==> src/rtl/jk_pkg.sv <==
// Shared encodings for the JK counter sequencer: FSM states, per-bit JK excitation
// codes and the controller's internal bank action.
package jk_pkg;

    typedef enum logic [1:0] {
        ST_IDLE  = 2'd0,
        ST_RUN   = 2'd1,
        ST_PAUSE = 2'd2
    } state_e;

    // Bit 1 is J, bit 0 is K.
    typedef enum logic [1:0] {
        JK_HOLD = 2'b00,
        JK_CLR  = 2'b01,
        JK_SET  = 2'b10,
        JK_TOG  = 2'b11
    } jk_e;

    typedef enum logic [1:0] {
        ACT_HOLD = 2'd0,
        ACT_CNT  = 2'd1,
        ACT_LOAD = 2'd2,
        ACT_CLR  = 2'd3
    } act_e;

endpackage

==> src/rtl/jk_cell.sv <==
// Single JK flip-flop storage cell with asynchronous active-high reset to 0.
module jk_cell (
    input  logic Clk,
    input  logic Resetn,
    input  logic J,
    input  logic K,
    output logic Q
);

    logic q_q, q_d;

    always_comb begin
        q_d = q_q;
        unique case ({J, K})
            2'b00: q_d = q_q;
            2'b01: q_d = 1'b0;
            2'b10: q_d = 1'b1;
            2'b11: q_d = ~q_q;
        endcase
    end

    always_ff @(posedge Clk or posedge Resetn) begin
        if (Resetn) q_q <= 1'b0;
        else        q_q <= q_d;
    end

    assign Q = q_q;

endmodule

==> src/rtl/jk_count_ctrl.sv <==
// Run/pause/stop sequencer driving a bank of JK cells as a mod-MODULUS up/down counter.
// J/K are combinational from state, Q and the control inputs; Busy and Tc are registered.
module jk_count_ctrl
    import jk_pkg::*;
#(
    parameter int WIDTH   = 4,
    parameter int MODULUS = 10
) (
    input  logic             Clk,
    input  logic             Resetn,
    input  logic             Start,
    input  logic             Stop,
    input  logic             Up,
    input  logic             LoadEn,
    input  logic [WIDTH-1:0] LoadVal,
    output logic [WIDTH-1:0] Q,
    output logic [WIDTH-1:0] J,
    output logic [WIDTH-1:0] K,
    output logic             Busy,
    output logic             Tc
);

    localparam int             W1    = WIDTH + 1;
    localparam logic [WIDTH:0] MOD_W = W1'(MODULUS);
    localparam logic [WIDTH:0] LAST  = W1'(MODULUS - 1);
    localparam logic [WIDTH:0] ONE   = W1'(1);

    state_e               state_q, state_d;
    logic                 busy_q, busy_d;
    logic                 tc_q, tc_d;
    act_e                 act;
    logic [WIDTH:0]       q_ext, cnt_n;
    logic [WIDTH-1:0]     load_n;
    logic                 wrap;
    logic [WIDTH-1:0][1:0] ex;

    assign q_ext = {1'b0, Q};

    // One extra bit keeps Q+1 from overflowing when MODULUS == 2**WIDTH.
    always_comb begin
        wrap  = 1'b0;
        cnt_n = q_ext;
        if (Up) begin
            cnt_n = q_ext + ONE;
            if (cnt_n >= MOD_W) begin
                cnt_n = '0;
                wrap  = 1'b1;
            end
        end else if (q_ext == '0) begin
            cnt_n = LAST;
            wrap  = 1'b1;
        end else begin
            cnt_n = q_ext - ONE;
        end
        load_n = ({1'b0, LoadVal} >= MOD_W) ? LAST[WIDTH-1:0] : LoadVal;
    end

    // Stop outranks Start everywhere; Start outranks LoadEn.
    always_comb begin
        state_d = state_q;
        act     = ACT_HOLD;
        tc_d    = 1'b0;
        unique case (state_q)
            ST_IDLE: begin
                if (!Stop) begin
                    if (Start)       state_d = ST_RUN;
                    else if (LoadEn) act     = ACT_LOAD;
                end
            end
            ST_RUN: begin
                if (Stop) begin
                    state_d = ST_PAUSE;
                end else begin
                    act  = ACT_CNT;
                    tc_d = wrap;
                end
            end
            ST_PAUSE: begin
                if (Stop) begin
                    state_d = ST_IDLE;
                    act     = ACT_CLR;
                end else if (Start) begin
                    state_d = ST_RUN;
                end else if (LoadEn) begin
                    act = ACT_LOAD;
                end
            end
            default: state_d = ST_IDLE;
        endcase
        if (Resetn) act = ACT_HOLD;
        busy_d = (state_d == ST_RUN);
    end

    always_comb begin
        for (int i = 0; i < WIDTH; i++) begin
            unique case (act)
                ACT_CNT:  ex[i] = (cnt_n[i] != Q[i]) ? JK_TOG : JK_HOLD;
                ACT_LOAD: ex[i] = load_n[i] ? JK_SET : JK_CLR;
                ACT_CLR:  ex[i] = JK_CLR;
                default:  ex[i] = JK_HOLD;
            endcase
            J[i] = ex[i][1];
            K[i] = ex[i][0];
        end
    end

    always_ff @(posedge Clk or posedge Resetn) begin
        if (Resetn) begin
            state_q <= ST_IDLE;
            busy_q  <= 1'b0;
            tc_q    <= 1'b0;
        end else begin
            state_q <= state_d;
            busy_q  <= busy_d;
            tc_q    <= tc_d;
        end
    end

    assign Busy = busy_q;
    assign Tc   = tc_q;

    for (genvar i = 0; i < WIDTH; i++) begin : g_cell
        jk_cell u_cell (
            .Clk    (Clk),
            .Resetn (Resetn),
            .J      (J[i]),
            .K      (K[i]),
            .Q      (Q[i])
        );
    end

endmodule

==> config.mk <==
export PLATFORM = sky130hd
export DESIGN_NAME = jk_count_ctrl
export DESIGN_NICKNAME = d
export VERILOG_FILES = /design/src/rtl/jk_pkg.sv /design/src/rtl/jk_cell.sv /design/src/rtl/jk_count_ctrl.sv
export SDC_FILE = /design/constraint.sdc
export NUM_CORES = 1
export LEC_CHECK = 0
export CAP_MARGIN = 10
export CORE_MARGIN = 1
export CORE_UTILIZATION = 33
export CTS_BUF_LIST = sky130_fd_sc_hd__clkbuf_4 sky130_fd_sc_hd__clkbuf_8 sky130_fd_sc_hd__clkbuf_16
export DETAILED_ROUTE_END_ITERATION = 16
export PLACE_DENSITY_LB_ADDON = 0.08
export SLEW_MARGIN = 20
export SYNTH_ARGS = -nofsm -noshare
export SYNTH_HDL_FRONTEND = slang
export SYNTH_HIERARCHICAL = 1
export SYNTH_SLANG_ARGS = --single-unit
==> constraint.sdc <==
create_clock -name Clk -period 6.5 [get_ports Clk]
set_input_delay 1.3 -clock Clk [delete_from_list [all_inputs] [get_ports Clk]]
set_output_delay 1.3 -clock Clk [all_outputs]
set_load 0.1 [all_outputs]
[Yosys cells after proc, flatten, opt, wreduce, memory -nomap -nowiden]
Cells that the tools add are included.
Storage, ports and cells
  logic and storage cells: 80
  RAM bits: 0
  memory bits (read-only): 0
  register bits: 8
  memories: 0
  input port bits: 10
  latch bits: 0
Operators by class
  reductions and logical operators: 6
  $add $sub $neg: 2
  divide/modulo/power cells: 0
  multiplexer cells: 37
  bitwise logic cells: 4
  shift-type cells: 0
  equal/unequal tests: 22
  order comparisons: 2
  $mul: 0
Operators by type and width (count)
  $pmux W2 S3: 6
  $mux W2: 17
  $eq A2 B2 Y1 const B: 11
  $mux W4: 4
  $eq A2 B1 Y1 const B: 7
  $pmux W1 S3: 4
  $logic_not A2 Y1: 5
  $mux W1: 6
  $add A4 B1 Y5 const B: 1
  $ge A5 B4 Y1 const B: 1
  $logic_not A5 Y1: 1
  $ge A4 B4 Y1 const B: 1
  $ne A1 B1 Y1: 4
  $not A1 Y1: 4
  $sub A4 B1 Y4 const B: 1

[Longest topological paths before layout]
Gate-level depths: netlist of run 1.
  word-level depth: 9
  mapped depth: 10

[Modules after synthesis]
Netlist of run 1, hierarchy kept.
Modules (own cells, without submodules)
  jk_count_ctrl: area an instance 708.2 µm², instances 1, cells each 95
  jk_cell: area an instance 37.5 µm², instances 4, cells each 4

[Least setup slack after synthesis of run 1]
No wires, ideal clock.
  path type: input port to output port
  from: input Stop
  to: output J[2]
  slack: 0.906 ns
  data arrival time: 4.294 ns
  data required time: 5.200 ns
  stages on the path: 5
  path through: buf_6 > or3b_4 > a21oi_4 > nand3_1 > o21ai_0
Between the ends
  longest elaborated chain between the ends: 5
Ends and longest elaborated chain
  from (decl): line jk_count_ctrl.sv:12  | input logic Stop,
  $mux W2, or another cell as far along: line jk_count_ctrl.sv:79  | if (Stop) begin
  $pmux W2 S3 *: line jk_count_ctrl.sv:63  | unique case (state_q)
  $mux W2 *: line jk_count_ctrl.sv:90  | if (Resetn) act = ACT_HOLD;
  $eq A2 B2 Y1 / $eq A2 B1 Y1 (equally long branches): line jk_count_ctrl.sv:96  | unique case (act)
  $pmux W2 S3 *: line jk_count_ctrl.sv:96
  to (decl): line jk_count_ctrl.sv:17  | output logic [WIDTH-1:0] J,
Mark *: on every way between the ends. The rest lies on a longest branch, timed or not.

[Worst setup path after layout of run 1]
  from: input Stop
  to: output J[3]
Same word-level chain as after synthesis.

==> metrics, run 1 <==
Critical Path RT approximately 5.2 ns; sequential standard cell area about 200 um2; Avg Cell Area, Syn roughly 7.7 um2; final worst slack approximately 1.8 ns; WL/cell 12.8 um; synthesized area around 860 um2; cell family with most CP delay buffers and inverters; most common cell in the netlist nor2_1; Post-CTS Setup Repair Bufs 0; Tcrit/Tclk final between 70% and 80%; grt met2 use 24.1%; f_max 0.211 GHz; share of cells above drive strength 1 13.6%; Final Max Tran Viols 0; Max VDD drop between 200 and 300 uV; vias in the first global route roughly 770; leading area contributor after synthesis dfrtp_1; ys flop type dfrtp_1; Root Buffer clkbuf_4; Clock power frac 7.9%; GRT overflow 0; first-pass GRT wire length approximately 3.4 mm; critical path arrival around 3.4 ns; die area roughly 2800 um2; number of flops mapped to enable cells by yosys 0; TritonCTS sink count 8; grt met3 use 6.32%; top cell type's share of synthesized area between 20% and 30%; H-Tree Level Count 1; Die X 53 um; die height 53 um; dpl ws 1.77 ns; Net Sw Frac just over 60%; Setup TNS Final 0 ns; Pwr Density 473 nW/um2; combinational share of power roughly 71%; via/cell ratio ~5.4; CP startpoint kind input pin; max-cap violations 0; GRT Resource Usage Total ~17%; Syn Inst Count around 110; Largest stage delay, worst path 0.53 ns; worst skew pair latency 0.27 ns; met1 usage about a quarter; synth cell count leaders nor2_1 (13), a21oi_1 (12), inv_1 (9), dfrtp_1 (8), nand2_1 (7); RSZ-0062 raised after global routing false; Post-DRT Antenna Nets 0; Iteration-0 DRC Markers 27; Final Hold Viols 0; CTS Buf Count 3; Worst-Margin Slew between 0.9 and 1 ns; clk_skew between 0.015 and 0.02 ns; initial antenna violation count 0; Core ar. ~2500 um2; post-cts resize count 0; Initial Utilization around 35%; largest cells by area after synthesis dfrtp_1 (23%), a21oi_1 (7.0%), nor2_1 (5.7%); hold buffers post-CTS 0; Net Switching 319 uW; Layout Nets about 150; FILL cells around 270; critical path class in -> out; CTS tree yes; drt first pass iters 4; Synth Register Bits 8; antenna diode count 0; Worst-path clk slew around 0.070 ns; critical path endpoint category primary output; largest net degree at the start of global routing 15; GR peak layer met2; DP Wirelength roughly 1.6 mm; input/output buffers 23; crit path cell chain clkdlybuf4s50_1 -> or3b_4 -> a211oi_2 -> nand2_1 -> o211ai_1 -> buf_4; status completed; max_slew headroom approximately a third; CP max FO 9; row count 18; fraction of registers with async set/reset between 90% and 100%; Worst Path Buf+Inv 2; cell-internal power about 190 uW; worst min path class reg -> reg; routability-driven placement congestion ratio around 0.82; slowest CP cell clkdlybuf4s50_1; syn nets 124; Final min period 4.73 ns; drt total wl between 2 and 2.5 mm; IO Count 24; YS warnings 6; Yosys cell types 42; leakage power approximately 0.00045 uW; sequential cell area fraction in the yosys report a little under a quarter; share of power burned in registers 21.6%; Clock Tree Buf Depth 2; Multi-input gate area 577 um2; via count 878; DRC 0; final setup vio count 0; area grow syn2layout 26.4%
-- kinds of logic after synthesis --
group,after synthesis,share of synthesized area [%]
simple gates,46,31.1
compound gates,36,28.7
buf+inv,15,9.47
flops,8,23.3
xor+xnor,3,3.06
fa+ha+maj,3,4.37
-- registers in the layout, indices dropped and copies added, names as in the netlist --
signal           flops
state_q              2
Tc                   1
g_cell.u_cell/Q      4
Busy                 1
-- per-stage QoR --
stage               cells  hold slack, ns  utilization (%)  total power [uW]  instance area [um2]
finish                162           0.656             43.8               513                 1080
global route          162           0.704             43.8               549                 1080
CTS                   162           0.666             43.8               515                 1080
detailed placement    159           0.682             42.9               472                 1060
global placement      159           0.671             42.9               471                 1060
floorplan             111           0.610                -               408                  858
-- final timing paths --
path | slack (ns) | end | cells after the start | from
max | 1.77 | J[3] | 6 | Stop
min | 0.66 | Tc$_DFF_PP0_ | 2 | state_q[1]$_DFF_PP0_
max reg2reg | 3.95 | g_cell[1].u_cell/Q$_DFFE_PP0P_ | 8 | g_cell[1].u_cell/Q$_DFFE_PP0P_
min reg2reg | 0.66 | Tc$_DFF_PP0_ | 2 | state_q[1]$_DFF_PP0_
max in group asynchronous | 4.73 | state_q[1]$_DFF_PP0_ | 2 | Resetn
min in group asynchronous | 1.46 | g_cell[2].u_cell/Q$_DFFE_PP0P_ | 2 | Resetn
-- power groups by stage --
stage	sequential, uW	clock (uW)	combinational (uW)
after floorplan	187	0	221
after global placement	113	0	358
after detailed placement	112	0	360
after CTS	111	42.3	362
after global routing	116	44.8	388
final	111	40.7	362
-- cell type report --
cell class / instances / share of cell area [%]
inverters: 10 / 3.46
well taps: 30 / 3.46
multi-input cells: 88 / 53.2
repair buffers: 23 / 19.4
flip-flops and latches: 8 / 18.5
clock buffers: 3 / 2.08
-- layout by cell type (no fill, tap or decap), drive strengths merged, types with 4 or more instances in the layout --
cell type      Yosys  final
clkdlybuf4s50      0     15
o21ai              5      5
buf                5      8
nand3              4      4
a21oi             13     13
inv                9      9
nand2              7      7
nor3               4      4
dfrtp              8      8
nor2              13     13
-- worst min-delay path, cell delays in order (launching register included) --
cell,delay (ns)
dfrtp_1,0.41
or3b_4,0.18
nor2_1,0.05
-- metal layers --
metal  wire length (um)  share of wire (%)
met1                997                 48
met2                936                 45
met3                122                5.9
met4                 18               0.87
met5                  0                  0
(Power assumes the default switching activity.)
==> run 2: changes to the inputs <==
==> constraint.sdc (replaced) <==
create_clock -name Clk -period 4.6 [get_ports Clk]
set_input_delay 0.92 -clock Clk [delete_from_list [all_inputs] [get_ports Clk]]
set_output_delay 0.92 -clock Clk [all_outputs]
set_load 0.1 [all_outputs]
==> run 2 against run 1 <==
First-iteration DRC count is 74% lower. Clock skew about the same. Hold slack improved by 0.0091 ns. Register-to-register slack worse by 2.0 ns. Die area unchanged. Sequential power increased by 42%. Utilization increased by 4.7 points. Routed wire length is 6.6% higher. Global-route usage increased by 1.4 points.
==> metrics, run 2 (synthesized netlist as in run 1, its figures left out) <==
via/cell ratio 5.50 (was 5.42); dpl ws 0.585 ns (was 1.77 ns); clk_skew 0.0164 ns (was 0.0167 ns); die area 2810 um2 (unchanged); Setup TNS Final 0 ns (unchanged); status completed (unchanged); initial antenna violation count 0 (unchanged); commonest non-fill, non-tap cell in the layout clkdlybuf4s50_1 (unchanged); Iteration-0 DRC Markers 7 (was 27); DRC 0 (unchanged); IO Count 24 (unchanged); commonest cells after routing, fill and taps aside clkdlybuf4s50_1 (15), nor2_1 (13), a21oi_1 (11), inv_1 (9) (was clkdlybuf4s50_1 (15), nor2_1 (13), a21oi_1 (12), inv_1 (9)); final worst slack 0.583 ns (was 1.77 ns); Tcrit/Tclk final 87.3%; Final Hold Viols 0 (unchanged); row count 18 (unchanged); worst min path class reg -> reg (unchanged); Pwr Density 634 nW/um2 (was 473 nW/um2); Die X 53 um (unchanged); Core ar. 2480 um2 (unchanged); Final min period roughly 4.0 ns; Final Max Tran Viols 0 (unchanged); area grow syn2layout 39.9% (was 26.4%); antenna diode count 0 (unchanged); GRT overflow 0 (unchanged); reg-to-reg endpoint g_cell[1].u_cell/Q$_DFFE_PP0P_ (unchanged); max-cap violations 0 (unchanged); via count 891 (was 878); CTS tree yes (unchanged); input/output buffers 23 (unchanged); Reg2Reg Setup Slack 1.99 ns (was 3.95 ns); vias in the first global route 800 (was 768); Worst-Margin Slew 0.966 ns (was 0.968 ns); worst hold path startpoint state_q[1]$_DFF_PP0_ (unchanged); TritonCTS sink count 8 (unchanged); routability-driven placement congestion ratio 0.838 (was 0.815); leakage power 0.000473 uW (was 0.000447 uW); drt first pass iters 4 (unchanged); drt total wl 2.21 mm (was 2.07 mm); largest net degree at the start of global routing 15 (unchanged); GRT Resource Usage Total 18.2% (was 16.8%); share of cells above drive strength 1 15.9% (was 13.6%); WL/cell 13.6 um (was 12.8 um); final setup vio count 0 (unchanged); die height 53 um (unchanged); Critical Path RT 3.68 ns (was 5.20 ns); Post-DRT Antenna Nets 0 (unchanged); CP startpoint kind input pin (unchanged); Post-CTS Setup Repair Bufs 0 (unchanged); post-cts resize count 0 (unchanged); Layout Nets 147 (unchanged); Max VDD drop 534 uV (was 297 uV); critical path class in -> out (unchanged); Worst-path clk slew 0.07 ns (about the same); Layout Utilization 48.5% (was 43.8%); RSZ-0062 raised after global routing false (unchanged); worst skew pair latency 0.27 ns (about the same); CP max FO 9 (unchanged); max FFs per register 4 (unchanged); FILL cells 266 (was 274); H-Tree Level Count 1 (unchanged); first-pass GRT wire length 3.63 mm (was 3.39 mm); Worst R2R Path Depth 8 (unchanged); Hold Path Depth 2 (unchanged); DP Wirelength 1.70 mm (was 1.59 mm); critical path arrival 3.10 ns (was 3.43 ns); CTS Buf Count 3 (unchanged); hold buffers post-CTS 0 (unchanged); Worst Hold Endpoint Tc$_DFF_PP0_ (unchanged); R2R Path Start g_cell[1].u_cell/Q$_DFFE_PP0P_ (unchanged); Clock Tree Buf Depth 2 (unchanged); critical path endpoint category primary output (unchanged); Root Buffer clkbuf_4 (unchanged); max_slew headroom 35.4% (was 35.2%); f_max 0.249 GHz; Initial Utilization 34.6% (unchanged)
-- run 2: cell counts in the layout (fill, tap and decap cells not counted) --
Identical to the previous run, type by type.
-- run 2: final cells by class --
type | instances | area (um2) | share of cell area (%)
Clock buffer | 3 | 22.5 | 1.88
Sequential cell | 8 | 200 | 16.7
Inverter | 10 | 37.5 | 3.13
Tap cell | 30 | 37.5 | 3.13
Multi-Input combinational cell | 88 | 593 | 49.4
Timing Repair Buffer | 23 | 310 | 25.8
-- run 2: how the worst max path moves through the flow --
stage	start	to	slack, ns
6_report	Stop	J[3]	0.58
3_3_place_gp	Stop	K[1]	0.63
2_1_floorplan	g_cell[0].u_cell/Q$_DFFE_PP0P_	K[1]	0.12
5_1_grt	Stop	J[3]	0.40
3_5_place_dp	Stop	K[1]	0.58
4_1_cts	Stop	K[1]	0.58
-- run 2: power by group --
part | leakage [uW] | internal, uW | switching (uW)
Clock | 0.0000138 | 30.1 | 29.7
Sequential | 0.0000983 | 90.4 | 67.9
Combinational | 0.000361 | 175 | 369
Total | 0.000473 | 295 | 466
-- run 2: stage by stage --
step | power, uW | cells | cell area (um2) | hold slack, ns
floorplan | 582 | 111 | 875 | 0.610
global placement | 694 | 159 | 1180 | 0.666
detailed placement | 701 | 159 | 1180 | 0.664
CTS | 765 | 162 | 1200 | 0.663
global route | 816 | 162 | 1200 | 0.702
finish | 761 | 162 | 1200 | 0.665
-- run 2: per-layer routing --
layer	vias to the layer above	routed length (um)	track usage, %
met5	-	0	0
met4	0	27	5.26
met3	4	94	6.03
met2	28	990	27.4
met1	411	1100	24.4
li1	448	-	-
-- run 2: critical path, stage by stage --
cell and delay (ns):
clkdlybuf4s50_1 0.54, or3b_4 0.46, a211oi_2 0.50, nand2_1 0.11
o211ai_1 0.33, buf_12 0.22
==> run 3: changes to the inputs <==
--- a/config.mk
+++ b/config.mk
@@ -7,10 +7,10 @@
 export LEC_CHECK = 0
 export CAP_MARGIN = 10
 export CORE_MARGIN = 1
-export CORE_UTILIZATION = 33
+export CORE_UTILIZATION = 45
 export CTS_BUF_LIST = sky130_fd_sc_hd__clkbuf_4 sky130_fd_sc_hd__clkbuf_8 sky130_fd_sc_hd__clkbuf_16
 export DETAILED_ROUTE_END_ITERATION = 16
-export PLACE_DENSITY_LB_ADDON = 0.08
+export PLACE_DENSITY = 0.72
 export SLEW_MARGIN = 20
 export SYNTH_ARGS = -nofsm -noshare
 export SYNTH_HDL_FRONTEND = slang
==> run 3 against run 2 <==
Critical path depth is the same. Clock power decreased by 4.0%. Cell count decreased by 3.1%. Largest power group unchanged. Critical endpoint is now K[1].
==> metrics, run 3 (synthesized netlist as in run 1, its figures left out) <==
Worst R2R Path Depth 8 (unchanged); first-pass GRT wire length 3.53 mm (was 3.63 mm); max-cap violations 0 (unchanged); GRT Resource Usage Total 23.9% (was 18.2%); DP Wirelength 1.68 mm (was 1.70 mm); Power, Total 756 uW (was 761 uW); critical path endpoint category primary output (unchanged); cell family with most CP delay simple AND/OR/NAND/NOR gates (was compound AO/OA/AOI/OAI gates); met1 usage 29.2% (was 24.4%); Layout Nets 147 (unchanged); critical path arrival 3.08 ns (was 3.10 ns); GR peak layer met2 (unchanged); Worst-path clk slew 0.07 ns (about the same); Core ar. 1760 um2 (was 2480 um2); worst min path class reg -> reg (unchanged); via/cell ratio 5.80 (was 5.50); final setup vio count 0 (unchanged); Pwr Density 633 nW/um2 (was 634 nW/um2); Tcrit/Tclk final 87.0% (was 87.3%); H-Tree Level Count 1 (unchanged); RSZ-0062 raised after global routing false (unchanged); initial antenna violation count 0 (unchanged); crit path cell chain clkdlybuf4s50_1 -> or3b_4 -> a211oi_2 -> a21oi_1 -> nor3_2 -> buf_12 (was clkdlybuf4s50_1 -> or3b_4 -> a211oi_2 -> nand2_1 -> o211ai_1 -> buf_12); IO Count 24 (unchanged); grt met3 use 7.54% (was 6.03%); Final Max Tran Viols 0 (unchanged); worst skew pair latency 0.26 ns (was 0.27 ns); Root Buffer clkbuf_4 (unchanged); status completed (unchanged); WL/cell 14.1 um (was 13.6 um); fin area 1190 um2 (was 1200 um2); Initial Utilization 48.7% (was 34.6%); area grow syn2layout 39.2% (was 39.9%); critical path depth 6 (unchanged); CTS Buf Count 3 (unchanged); clk_skew 0.0152 ns (was 0.0164 ns); die height 45.7 um (was 53 um); Final min period 4.00 ns (was 4.02 ns); leakage power 0.000473 uW (unchanged); antenna diode count 0 (unchanged); Largest stage delay, worst path 0.54 ns (about the same); grt met2 use 40.6% (was 27.4%); CP max FO 9 (unchanged); critical path class in -> out (unchanged); largest net degree at the start of global routing 15 (unchanged); Worst Path Buf+Inv 2 (unchanged); commonest non-fill, non-tap cell in the layout clkdlybuf4s50_1 (unchanged); input/output buffers 23 (unchanged); commonest cells after routing, fill and taps aside clkdlybuf4s50_1 (15), nor2_1 (13), a21oi_1 (11), inv_1 (9) (unchanged); max FFs per register 4 (unchanged); via count 911 (was 891); dpl cell area 1170 um2 (was 1180 um2); Setup TNS Final 0 ns (unchanged); Critical Path RT 3.68 ns (about the same); share of cells above drive strength 1 15.9% (unchanged); Clock Tree Buf Depth 2 (unchanged); max_slew headroom 35.5% (was 35.4%); drt first pass iters 4 (unchanged); Worst-Margin Slew 0.965 ns (was 0.966 ns); drt total wl 2.21 mm (about the same); Final Hold Viols 0 (unchanged); hold buffers post-CTS 0 (unchanged); Hold Path Depth 2 (unchanged); GRT overflow 0 (unchanged); vias in the first global route 801 (was 800); Max VDD drop 456 uV (was 534 uV); CP startpoint kind input pin (unchanged); Post-DRT Antenna Nets 0 (unchanged); FILL cells 161 (was 266); post-cts resize count 0 (unchanged); row count 15 (was 18); Post-CTS Setup Repair Bufs 0 (unchanged); Die X 45.7 um (was 53 um); CTS tree yes (unchanged); Layout Utilization 67.7% (was 48.5%); TritonCTS sink count 8 (unchanged); slowest CP cell clkdlybuf4s50_1 (unchanged); DRC 0 (unchanged); f_max 0.250 GHz (was 0.249 GHz); Iteration-0 DRC Markers 22 (was 7); die area 2090 um2 (was 2810 um2); routability-driven placement congestion ratio 0.900 (was 0.838)
==> run 3: area by class of cell <==
cell class	count	area [um2]	area share, %
clock buffer	3	22.5	1.88
inverter	10	37.5	3.14
multi-input combinational	88	593	49.6
sequential	8	200	16.8
tap	25	31.3	2.62
timing repair buffer	23	310	26.0
==> run 3: final timing paths <==
check / start / end / slack [ns]
setup / recovery: Stop / K[1] / 0.60
hold / removal: state_q[1]$_DFF_PP0_ / Tc$_DFF_PP0_ / 0.68
setup reg to reg: g_cell[1].u_cell/Q$_DFFE_PP0P_ / g_cell[1].u_cell/Q$_DFFE_PP0P_ / 2.02
hold reg to reg: state_q[1]$_DFF_PP0_ / Tc$_DFF_PP0_ / 0.68
max in group asynchronous: Resetn / Busy$_DFF_PP0_ / 3.23
min in group asynchronous: Resetn / g_cell[2].u_cell/Q$_DFFE_PP0P_ / 1.08
==> run 3: where the power goes <==
group	internal (uW)	switching [uW]
logic	175	367
registers	90.5	66.3
clock network	30.0	27.4
total	295	461
==> run 3: stage by stage <==
step / setup WS, ns / hold slack, ns / instances
final: 0.598 / 0.680 / 157
after detailed placement: 0.598 / 0.674 / 154
after CTS: 0.595 / 0.672 / 157
after global placement: 0.666 / 0.652 / 154
after floorplan: 0.116 / 0.610 / 111
after global routing: 0.429 / 0.725 / 157
==> run 3: worst min-delay path: cells and delay by family, from the launching register on <==
family / cells / cell delay, ns
DFF: 1 / 0.43
and+or+nand+nor: 2 / 0.23
==> run 3: metal layers <==
| layer | wire (um) | vias to the layer above |
|---|---|---|
| met3 | 191 | 2 |
| met4 | 8 | 0 |
| met1 | 920 | 416 |
| met2 | 1090 | 45 |
| met5 | 0 | - |
| li1 | - | 448 |
